### src/rtl/vram_text_writer_pkg.sv
// Shared geometry, control codes and FSM states for the text-mode VRAM writer.
package vram_text_pkg;

    localparam int COLS   = 50;
    localparam int ROWS   = 15;
    localparam int CELLS  = COLS * ROWS;
    localparam int ADDR_W = 12;

    localparam logic [7:0] DEFAULT_ATTR = 8'h0F;

    localparam logic [7:0] CH_LF  = 8'h0A;
    localparam logic [7:0] CH_CR  = 8'h0D;
    localparam logic [7:0] CH_BS  = 8'h08;
    localparam logic [7:0] CH_FF  = 8'h0C;
    localparam logic [7:0] CH_ESC = 8'h1B;
    localparam logic [7:0] CH_SP  = 8'h20;
    localparam logic [7:0] CH_DEL = 8'h7F;

    typedef enum logic [1:0] {
        CLEAR,
        IDLE,
        ESC
    } state_t;

    // Everything from space upward draws a glyph, except DEL.
    function automatic logic is_printable(input logic [7:0] b);
        return (b >= CH_SP) && (b != CH_DEL);
    endfunction

endpackage

### src/rtl/vram_text_writer_if.sv
// Byte-stream input handshake and VRAM port-A write bus of the text writer.
interface vram_text_writer_if;
    import vram_text_pkg::*;

    logic              in_valid;
    logic              in_ready;
    logic [7:0]        in_data;
    logic              ram_ce;
    logic [ADDR_W-1:0] ram_addr;
    logic [15:0]       ram_data;

    // master: the writer itself (consumes bytes, drives the RAM port)
    modport master (
        input  in_valid, in_data,
        output in_ready, ram_ce, ram_addr, ram_data
    );

    modport slave (
        output in_valid, in_data,
        input  in_ready, ram_ce, ram_addr, ram_data
    );

endinterface

### src/rtl/vram_text_writer_cursor.sv
// Cursor position plus the linear cell address, kept incrementally so no multiplier is needed.
module text_cursor
    import vram_text_pkg::*;
(
    input  logic              clk_sys,
    input  logic              reset,
    input  logic              advance,
    input  logic              newline,
    input  logic              carriage_return,
    input  logic              backspace,
    input  logic              home,
    output logic [3:0]        row,
    output logic [5:0]        col,
    output logic [ADDR_W-1:0] addr,
    output logic [ADDR_W-1:0] next_row_base,
    output logic              at_last_col
);

    localparam logic [5:0]        LAST_COL   = 6'(COLS - 1);
    localparam logic [3:0]        LAST_ROW   = 4'(ROWS - 1);
    localparam logic [ADDR_W-1:0] ROW_STRIDE = ADDR_W'(COLS);

    logic [ADDR_W-1:0] row_base;
    logic [3:0]        next_row;

    assign at_last_col   = (col == LAST_COL);
    assign next_row      = (row == LAST_ROW) ? 4'd0 : row + 4'd1;
    assign next_row_base = (row == LAST_ROW) ? '0 : row_base + ROW_STRIDE;
    assign addr          = row_base + ADDR_W'(col);

    // Screen wraps to row 0 instead of scrolling.
    always_ff @(posedge clk_sys) begin
        if (reset) begin
            row      <= 4'd0;
            col      <= 6'd0;
            row_base <= '0;
        end else if (home) begin
            row      <= 4'd0;
            col      <= 6'd0;
            row_base <= '0;
        end else if (newline || (advance && at_last_col)) begin
            row      <= next_row;
            col      <= 6'd0;
            row_base <= next_row_base;
        end else if (advance) begin
            col <= col + 6'd1;
        end else if (carriage_return) begin
            col <= 6'd0;
        end else if (backspace && (col != 6'd0)) begin
            col <= col - 6'd1;
        end
    end

endmodule

### src/rtl/vram_text_writer.sv
// Character-stream front end: interprets control codes and writes {attr, char} cells to VRAM port A.
module vram_text_writer
    import vram_text_pkg::*;
(
    input  logic                clk_sys,
    input  logic                reset,
    vram_text_writer_if.master  bus,
    output logic [3:0]          cursor_row,
    output logic [5:0]          cursor_col,
    output logic                busy
);

    localparam logic [9:0] ROW_LEN_M1    = 10'(COLS - 1);
    localparam logic [9:0] SCREEN_LEN_M1 = 10'(CELLS - 1);

    state_t            state, next_state;
    logic [7:0]        attr;
    logic [ADDR_W-1:0] clear_addr;
    logic [9:0]        clear_left;

    logic              accept;
    logic              wr_en;
    logic [ADDR_W-1:0] wr_addr;
    logic [7:0]        wr_char;
    logic              op_advance, op_newline, op_cr, op_bs, op_home;
    logic              clear_start;
    logic [ADDR_W-1:0] clear_base;
    logic [9:0]        clear_len_m1;
    logic              attr_load;

    logic [ADDR_W-1:0] cur_addr, next_row_base;
    logic              at_last_col;

    text_cursor u_cursor (
        .clk_sys         (clk_sys),
        .reset           (reset),
        .advance         (op_advance),
        .newline         (op_newline),
        .carriage_return (op_cr),
        .backspace       (op_bs),
        .home            (op_home),
        .row             (cursor_row),
        .col             (cursor_col),
        .addr            (cur_addr),
        .next_row_base   (next_row_base),
        .at_last_col     (at_last_col)
    );

    assign bus.in_ready = ((state == IDLE) || (state == ESC)) && !reset;
    assign accept       = bus.in_valid && bus.in_ready;
    assign busy         = (state == CLEAR);

    always_ff @(posedge clk_sys) begin
        if (reset) state <= CLEAR;
        else       state <= next_state;
    end

    always_comb begin
        next_state   = state;
        wr_en        = 1'b0;
        wr_addr      = cur_addr;
        wr_char      = CH_SP;
        op_advance   = 1'b0;
        op_newline   = 1'b0;
        op_cr        = 1'b0;
        op_bs        = 1'b0;
        op_home      = 1'b0;
        clear_start  = 1'b0;
        clear_base   = '0;
        clear_len_m1 = ROW_LEN_M1;
        attr_load    = 1'b0;

        unique case (state)
            CLEAR: begin
                wr_en   = 1'b1;
                wr_addr = clear_addr;
                if (clear_left == 10'd0) next_state = IDLE;
            end
            IDLE: begin
                if (accept) begin
                    case (bus.in_data)
                        CH_LF: begin
                            op_newline  = 1'b1;
                            clear_start = 1'b1;
                            clear_base  = next_row_base;
                            next_state  = CLEAR;
                        end
                        CH_CR: op_cr = 1'b1;
                        CH_BS: begin
                            if (cursor_col != 6'd0) begin
                                op_bs   = 1'b1;
                                wr_en   = 1'b1;
                                wr_addr = cur_addr - ADDR_W'(1);
                            end
                        end
                        CH_FF: begin
                            op_home      = 1'b1;
                            clear_start  = 1'b1;
                            clear_len_m1 = SCREEN_LEN_M1;
                            next_state   = CLEAR;
                        end
                        CH_ESC: next_state = ESC;
                        default: begin
                            if (is_printable(bus.in_data)) begin
                                wr_en      = 1'b1;
                                wr_char    = bus.in_data;
                                op_advance = 1'b1;
                                // Wrapping onto a new row blanks that row right after the glyph.
                                if (at_last_col) begin
                                    clear_start = 1'b1;
                                    clear_base  = next_row_base;
                                    next_state  = CLEAR;
                                end
                            end
                        end
                    endcase
                end
            end
            ESC: begin
                if (accept) begin
                    attr_load  = 1'b1;
                    next_state = IDLE;
                end
            end
            default: next_state = CLEAR;
        endcase
    end

    // Attribute cannot change mid-clear because no bytes are accepted then.
    always_ff @(posedge clk_sys) begin
        if (reset) begin
            attr       <= DEFAULT_ATTR;
            clear_addr <= '0;
            clear_left <= SCREEN_LEN_M1;
        end else begin
            if (attr_load) attr <= bus.in_data;
            if (clear_start) begin
                clear_addr <= clear_base;
                clear_left <= clear_len_m1;
            end else if (state == CLEAR) begin
                clear_addr <= clear_addr + ADDR_W'(1);
                clear_left <= clear_left - 10'd1;
            end
        end
    end

    always_ff @(posedge clk_sys) begin
        if (reset) begin
            bus.ram_ce   <= 1'b0;
            bus.ram_addr <= '0;
            bus.ram_data <= 16'h0000;
        end else begin
            bus.ram_ce <= wr_en;
            if (wr_en) begin
                bus.ram_addr <= wr_addr;
                bus.ram_data <= {attr, wr_char};
            end
        end
    end

endmodule

### src/flat_wrapper.sv
// flat-port wrapper written by rule: the top's interface ports become plain ports
module vram_text_writer_flat import vram_text_pkg::*;
  (clk_sys, reset, cursor_row, cursor_col, busy, bus_in_valid, bus_in_data, bus_in_ready, bus_ram_ce, bus_ram_addr, bus_ram_data);
  vram_text_writer_if bus_i ();
  input  logic clk_sys;
  input  logic reset;
  output logic [3:0] cursor_row;
  output logic [5:0] cursor_col;
  output logic busy;
  input wire logic [$bits(bus_i.in_valid)-1:0] bus_in_valid;
  input wire logic [$bits(bus_i.in_data)-1:0] bus_in_data;
  output wire logic [$bits(bus_i.in_ready)-1:0] bus_in_ready;
  output wire logic [$bits(bus_i.ram_ce)-1:0] bus_ram_ce;
  output wire logic [$bits(bus_i.ram_addr)-1:0] bus_ram_addr;
  output wire logic [$bits(bus_i.ram_data)-1:0] bus_ram_data;
  assign bus_i.in_valid = bus_in_valid;
  assign bus_i.in_data = bus_in_data;
  assign bus_in_ready = bus_i.in_ready;
  assign bus_ram_ce = bus_i.ram_ce;
  assign bus_ram_addr = bus_i.ram_addr;
  assign bus_ram_data = bus_i.ram_data;
  vram_text_writer u_core (.clk_sys(clk_sys), .reset(reset), .bus(bus_i), .cursor_row(cursor_row), .cursor_col(cursor_col), .busy(busy));
endmodule
### config.mk
export PLATFORM = sky130hd
export DESIGN_NAME = vram_text_writer_flat
export DESIGN_NICKNAME = d
export VERILOG_FILES = /design/src/rtl/vram_text_writer_pkg.sv /design/src/rtl/vram_text_writer_if.sv /design/src/rtl/vram_text_writer_cursor.sv /design/src/rtl/vram_text_writer.sv /design/src/flat_wrapper.sv
export SDC_FILE = /design/constraint.sdc
export NUM_CORES = 1
export LEC_CHECK = 0
export ABC_CLOCK_PERIOD_IN_PS = 2600
export CAP_MARGIN = 40
export CORE_MARGIN = 1
export CORE_UTILIZATION = 30
export CTS_CLUSTER_DIAMETER = 30
export DETAILED_ROUTE_END_ITERATION = 8
export PLACE_DENSITY_LB_ADDON = 0.2
export SLEW_MARGIN = 0
export SYNTH_ARGS = -nofsm -noshare
export SYNTH_HDL_FRONTEND = slang
export SYNTH_SLANG_ARGS = --single-unit
### constraint.sdc
create_clock -name clk_sys -period 2.6 [get_ports clk_sys]
set_input_delay 0.52 -clock clk_sys [delete_from_list [all_inputs] [get_ports clk_sys]]
set_output_delay 0.52 -clock clk_sys [all_outputs]
set_load 0.02 [all_outputs]
======== Word-level counts from Yosys, hierarchy flattened ========
Index checks and enable logic that the tools add are counted.
operators by class
  shifts and indexed selects .............. 0
  bitwise gates (word level) .............. 0
  eq/ne operators ......................... 16
  add/sub/neg operators ................... 8
  divide/modulo/power cells ............... 0
  $mul .................................... 0
  multiplexer cells ....................... 59
  order comparisons ....................... 1
  reduce and logical (&&, ||, !) cells .... 22
operators by type and width
  operator                                              number
  2-to-1 mux 12 bit                                     10
  2-to-1 mux 10 bit                                     5
  one-hot mux 12 bit (2 select lines)                   2
  == test 8 x 4 -> 1 bit (second input constant)        4
  2-to-1 mux 8 bit                                      4
  2-to-1 mux 1 bit                                      24
  2-to-1 mux 6 bit                                      3
  adder 12 x 1 -> 12 bit (second input constant)        1
  adder 12 x 6 -> 12 bit                                1
  adder 12 x 6 -> 12 bit (second input constant)        1
  one-hot mux 2 bit (3 select lines)                    2
  subtractor 12 x 1 -> 12 bit (second input constant)   1
  zero test 10 bit                                      1
  2-to-1 mux 2 bit                                      5
  subtractor 10 x 1 -> 10 bit (second input constant)   1
  == test 8 x 5 -> 1 bit (second input constant)        1
  >= comparator 8 x 6 -> 1 bit (second input constant)  1
  != test 4 bit (second input constant)                 2
  != test 8 x 7 -> 1 bit (second input constant)        1
  OR reduction 4 bit                                    2
  adder 6 x 1 -> 6 bit (second input constant)          1
  == test 6 bit (second input constant)                 1
  != test 2 x 1 -> 1 bit (second input constant)        3
  one-hot mux 1 bit (2 select lines)                    3
  18 further kinds                                      26
word-level totals
  memories ................................ 0
  bits in latches ......................... 0
  bits in read-only memories .............. 0
  flip-flop bits (word level) ............. 83
  memory bits (writable) .................. 0
  output and inout bits ................... 41

======== Logic depth before layout (Yosys ltp) ========
  word-level depth ........................ 10
  depth in mapped cells ................... 12
  gate-level depth less buffers ........... 11

======== Hierarchy ========
From an unflattened synthesis, not the netlist that was laid out.
second synthesis, totals
  cell total of the unflattened synthesis .. 655
  area, all modules ....................... 5104.9 um^2
by module, submodules not included
  module            area each (um^2)  times used  cells each  sequential area each (um^2)
  vram_text_writer  3315.7            1           423         1221.2
  text_cursor       1789.2            1           232         440.4

======== Worst setup path before layout ========
No wires, ideal clock.
  path kind ............................... register to register
  from .................................... reg u_core.u_cursor.col[0]
  to ...................................... reg u_core.bus.ram_addr[11]
  buffers on the path ..................... 0
  setup slack ............................. -0.096 ns
  arrival time ............................ 2.592 ns
  stages on the path, launching flop included .. 10
  cell sequence ........................... dfxtp_1 ha_1 fa_1 xor2_1 nor3_1 nand4_1 nor3_1 o2111ai_1 xnor2_1 a2111oi_2
between the ends
  word-level cells in the longest chain between the ends .. 6
RTL lines
  what                                 RTL line                       text
  start, declared                      vram_text_writer_cursor.sv:13  output logic [5:0] col,
  start signal, assigned               vram_text_writer_cursor.sv:46  col <= col + 6'd1;
  start signal, assigned               vram_text_writer_cursor.sv:50  col <= col - 6'd1;
  adder 12 x 6 -> 12 bit               vram_text_writer_cursor.sv:29  assign addr = row_base + ADDR_W'(col);
  subtractor 12 x 1 -> 12 bit          vram_text_writer.sv:93         wr_addr = cur_addr - ADDR_W'(1);
  2-to-1 mux 12 bit                    vram_text_writer.sv:90         if (cursor_col != 6'd0) begin
  2-to-1 mux 12 bit                    vram_text_writer.sv:81         case (bus.in_data)
  2-to-1 mux 12 bit                    vram_text_writer.sv:80         if (accept) begin
  one-hot mux 12 bit (2 select lines)  vram_text_writer.sv:73         unique case (state)
  end signal, assigned                 vram_text_writer.sv:155        bus.ram_addr <= wr_addr;
  end, declared                        vram_text_writer_if.sv:15      output in_ready, ram_ce, ram_addr, ram_data
Several ways; a longest one is shown, not always the timed one.
A chain may end at the register's enable or synchronous reset.

======== Worst setup path after layout ========
  from .................................... in bus_in_data[5]
  to ...................................... reg u_core.bus.ram_addr[11]
between the ends
  word-level cells in the longest chain between the ends .. 6
RTL lines
  what                                                                           RTL line                    text
  start, declared                                                                flat_wrapper.sv:11          input wire logic [$bits(bus_i.in_data)-1:0] bus_in_data;
  >= comparator 8 x 6 -> 1 bit / != test 8 x 7 -> 1 bit (equally long branches)  vram_text_writer_pkg.sv:27  return (b >= CH_SP) && (b != CH_DEL);
  logical AND 1 bit                                                              vram_text_writer_pkg.sv:27
  2-to-1 mux 1 bit                                                               vram_text_writer.sv:104     if (is_printable(bus.in_data)) begin
  one-hot mux 1 bit (2 select lines)                                             vram_text_writer.sv:81
  2-to-1 mux 1 bit                                                               vram_text_writer.sv:80
  one-hot mux 1 bit (2 select lines)                                             vram_text_writer.sv:73
Several ways; a longest one is shown, not always the timed one.

==> flow_summary.json <==
{
  "die_height_um": 128.3,
  "htreeDepth": 3,
  "synth_commonest_cells": "dfxtp_1 (83), nor2_1 (69), nand2_1 (62)",
  "synthesis.area_mm2": 0.004788,
  "initial_core_util": 0.3115,
  "yosysSeqAreaShare": 0.3470,
  "timing.rr.start": "u_core.u_cursor.col[0]",
  "required_ns": 2.85,
  "first_pass_iters": 4,
  "syn-instance-count": 591,
  "slew_headroom": 0.4800,
  "drive_gt1_frac": 0.2174,
  "ios": 52,
  "die_x_um": 128.3,
  "rows": 45,
  "setup.worst_path.start_class": "primary input",
  "fin_worst_skew_ns": 0.008445,
  "worstSkewPairLatency_ns": 0.36,
  "post-place-ws_ns": -0.4447,
  "critPathCaptureType": "flop",
  "antenna_cells": 0,
  "ctsLongestPathBuffers": 2,
  "synth_fp_nets": 620,
  "clkSlewWorstSetupHoldPaths_ns": 0.07,
  "ff2ff_setup_slack_ns": 0.15,
  "holdCritStartpoint": "reset",
  "cp_data_arrival_time_ns": 2.77,
  "nets": 737,
  "routed_wl_um": 14240,
  "cts-root-buf": "clkbuf_16",
  "ys.flop_type": "dfxtp_1",
  "cts_tree": "yes",
  "area.growth.synth_to_final_pct": 36.82,
  "fillCellCount": 1574,
  "maxCapViolations": 0,
  "port_buffers": 51,
  "setup_viol": 0,
  "hold_path_class": "in -> reg",
  "viasPerCell": 5.017,
  "setup_ws_ns": 0.07511,
  "r2r_end": "u_core.bus.ram_addr[11]",
  "multiInputGateArea_mm2": 0.003005,
  "min_to": "u_core.state[1]",
  "synth.distinct_cells": 65,
  "ant_nets": 0,
  "core_area_mm2": 0.01537,
  "instances_no_fill": 924,
  "gp_congestion": 0.8666,
  "seqCellArea_mm2": 0.001673,
  "power_density_mw_per_mm2": 423.5,
  "yosysMostFrequentCell": "dfxtp_1",
  "synth_area_per_cell_um2": 8.102,
  "clock_sinks": 83,
  "ys_top_cells_by_area": "dfxtp_1 (35%), xnor2_1 (5.7%), nor2_1 (5.4%)",
  "crit_type": "in -> reg",
  "outcome": "finished clean",
  "async_flop_share": 0,
  "grt_overflow": 0,
  "synth-edff-count": 0,
  "clock.fmax_ghz": 0.3961,
  "track_usage": 0.1790,
  "rsz0062_at_grt": "no",
  "post-route-period-util": 0.9711,
  "max_slew.worst_pin.slew_ns": 0.7783,
  "initialDrtViolationCount": 242,
  "die_area_mm2": 0.01647,
  "vias": 4636,
  "hold_viol": 0,
  "critPathMaxFanout": 3,
  "grt_pass1_vias": 4433,
  "synth_warnings": 0,
  "antenna_found_initial": 0,
  "leakage_nw": 2.516,
  "utilization": 0.4262,
  "routedWlPerCell_um": 15.41,
  "yosysTopAreaCell": "dfxtp_1",
  "synth_top_cell_area_share": 0.3470,
  "worstRegToRegCells": 9,
  "slew_violations": 0,
  "numCtsBuffers": 9,
  "grt_pass1_wl_um": 22840,
  "drc": 0,
  "dp.final_hpwl_um": 10680,
  "min_path_cells": 2,
  "grt_max_degree": 59,
  "dp.cells": 900,
  "fin_crit_ns": 2.525,
  "peakVddDrop_uv": 357.3,
  "synth-seq-cells": 83
}
[kinds of logic (layout without fill, tap and decap cells)]
family | after synthesis | count (layout) | share of synthesized area
compound gates | 128 | 128 | 0.1748
xor+xnor | 52 | 52 | 0.09511
fa+ha+maj | 18 | 18 | 0.04860
buf+inv | 51 | 173 | 0.05017
flops | 83 | 83 | 0.3470
mux | 5 | 5 | 0.01097
simple gates | 254 | 254 | 0.2733
[area by class of cell]
cell class,count,share of cell area
multi-input cells,457,0.4587
flip-flops and latches,83,0.2553
repair buffers,142,0.1908
well taps,211,0.04030
clock buffers,9,0.03438
clock inverters,7,0.01184
inverters,15,0.008594
[critical path, stage by stage]
cell and delay (ns):
clkdlybuf4s50_1 0.50, buf_4 0.14, nand2_1 0.05, or4b_4 0.49, and3_4 0.20, buf_4 0.15, nor3_4 0.13, buf_4 0.15
a21oi_1 0.05, a2111oi_2 0.39
[layout by cell type (no fill, tap or decap), types with 10 or more instances in the layout]
cell type / instances
nand2_1: 62
clkdlybuf4s50_1: 44
nand3_1: 21
nand3b_1: 10
ha_1: 13
nand4_1: 10
xor2_1: 21
o21ai_0: 19
nor2_1: 68
a22oi_1: 23
buf_4: 84
inv_1: 14
xnor2_1: 31
nor3_1: 22
dfxtp_1: 76
a21oi_1: 46
[state kept, by name (all words and copies together), names as in the netlist]
| register | flops |
|---|---|
| u_core.attr | 8 |
| u_core.bus.ram_addr | 12 |
| u_core.bus.ram_ce | 1 |
| u_core.bus.ram_data | 16 |
| u_core.clear_addr | 12 |
| u_core.clear_left | 10 |
| u_core.state | 2 |
| u_core.u_cursor.col | 6 |
| u_core.u_cursor.row | 4 |
| u_core.u_cursor.row_base | 12 |
[worst max path at each step]
stage / start / endpoint / slack [ns] / cells after the start
2_1_floorplan: u_core.u_cursor.col[0] / u_core.bus.ram_addr[11] / 0.0003 / 9
3_3_place_gp: bus_in_data[4] / u_core.bus.ram_addr[6] / -0.44 / 9
4_1_cts: u_core.u_cursor.col[0] / u_core.bus.ram_addr[11] / -0.02 / 9
3_5_place_dp: bus_in_data[2] / u_core.bus.ram_addr[6] / -0.44 / 8
5_1_grt: bus_in_data[6] / u_core.state[1] / 0.004 / 7
6_report: bus_in_data[5] / u_core.bus.ram_addr[11] / 0.08 / 10
[metrics by stage]
stage               hold slack, ns  area, um^2  power [mW]  setup TNS [ns]
CTS                         0.4312        6420       2.815        -0.01690
global route                0.4527        6551       2.873               0
detailed placement          0.4487        6063       1.489          -23.12
finish                      0.4378        6551       2.774               0
global placement            0.4433        6063       1.486          -21.03
floorplan                   0.4327        4798       1.413               0
[per-layer routing]
layer	wire (um)	track usage
met5	0	0
met4	201	0.05813
met3	523	0.03410
met2	6800	0.2976
met1	6711	0.2331
[where the power goes]
group          switching (mW)  internal [mW]
Clock                   0.566          0.750
Sequential             0.0192           1.29
Combinational          0.0794         0.0725
[what timing repair did]
item / CTS / global route
gates resized for setup: 13 / 21
hold buffers: 0 / 0
pin swaps: 6 / 16
setup endpoints to repair: 23 / 42
setup buffers: 2 / 6
endpoints found under the hold margin: 0 / 0
(Power assumes the default switching activity.)
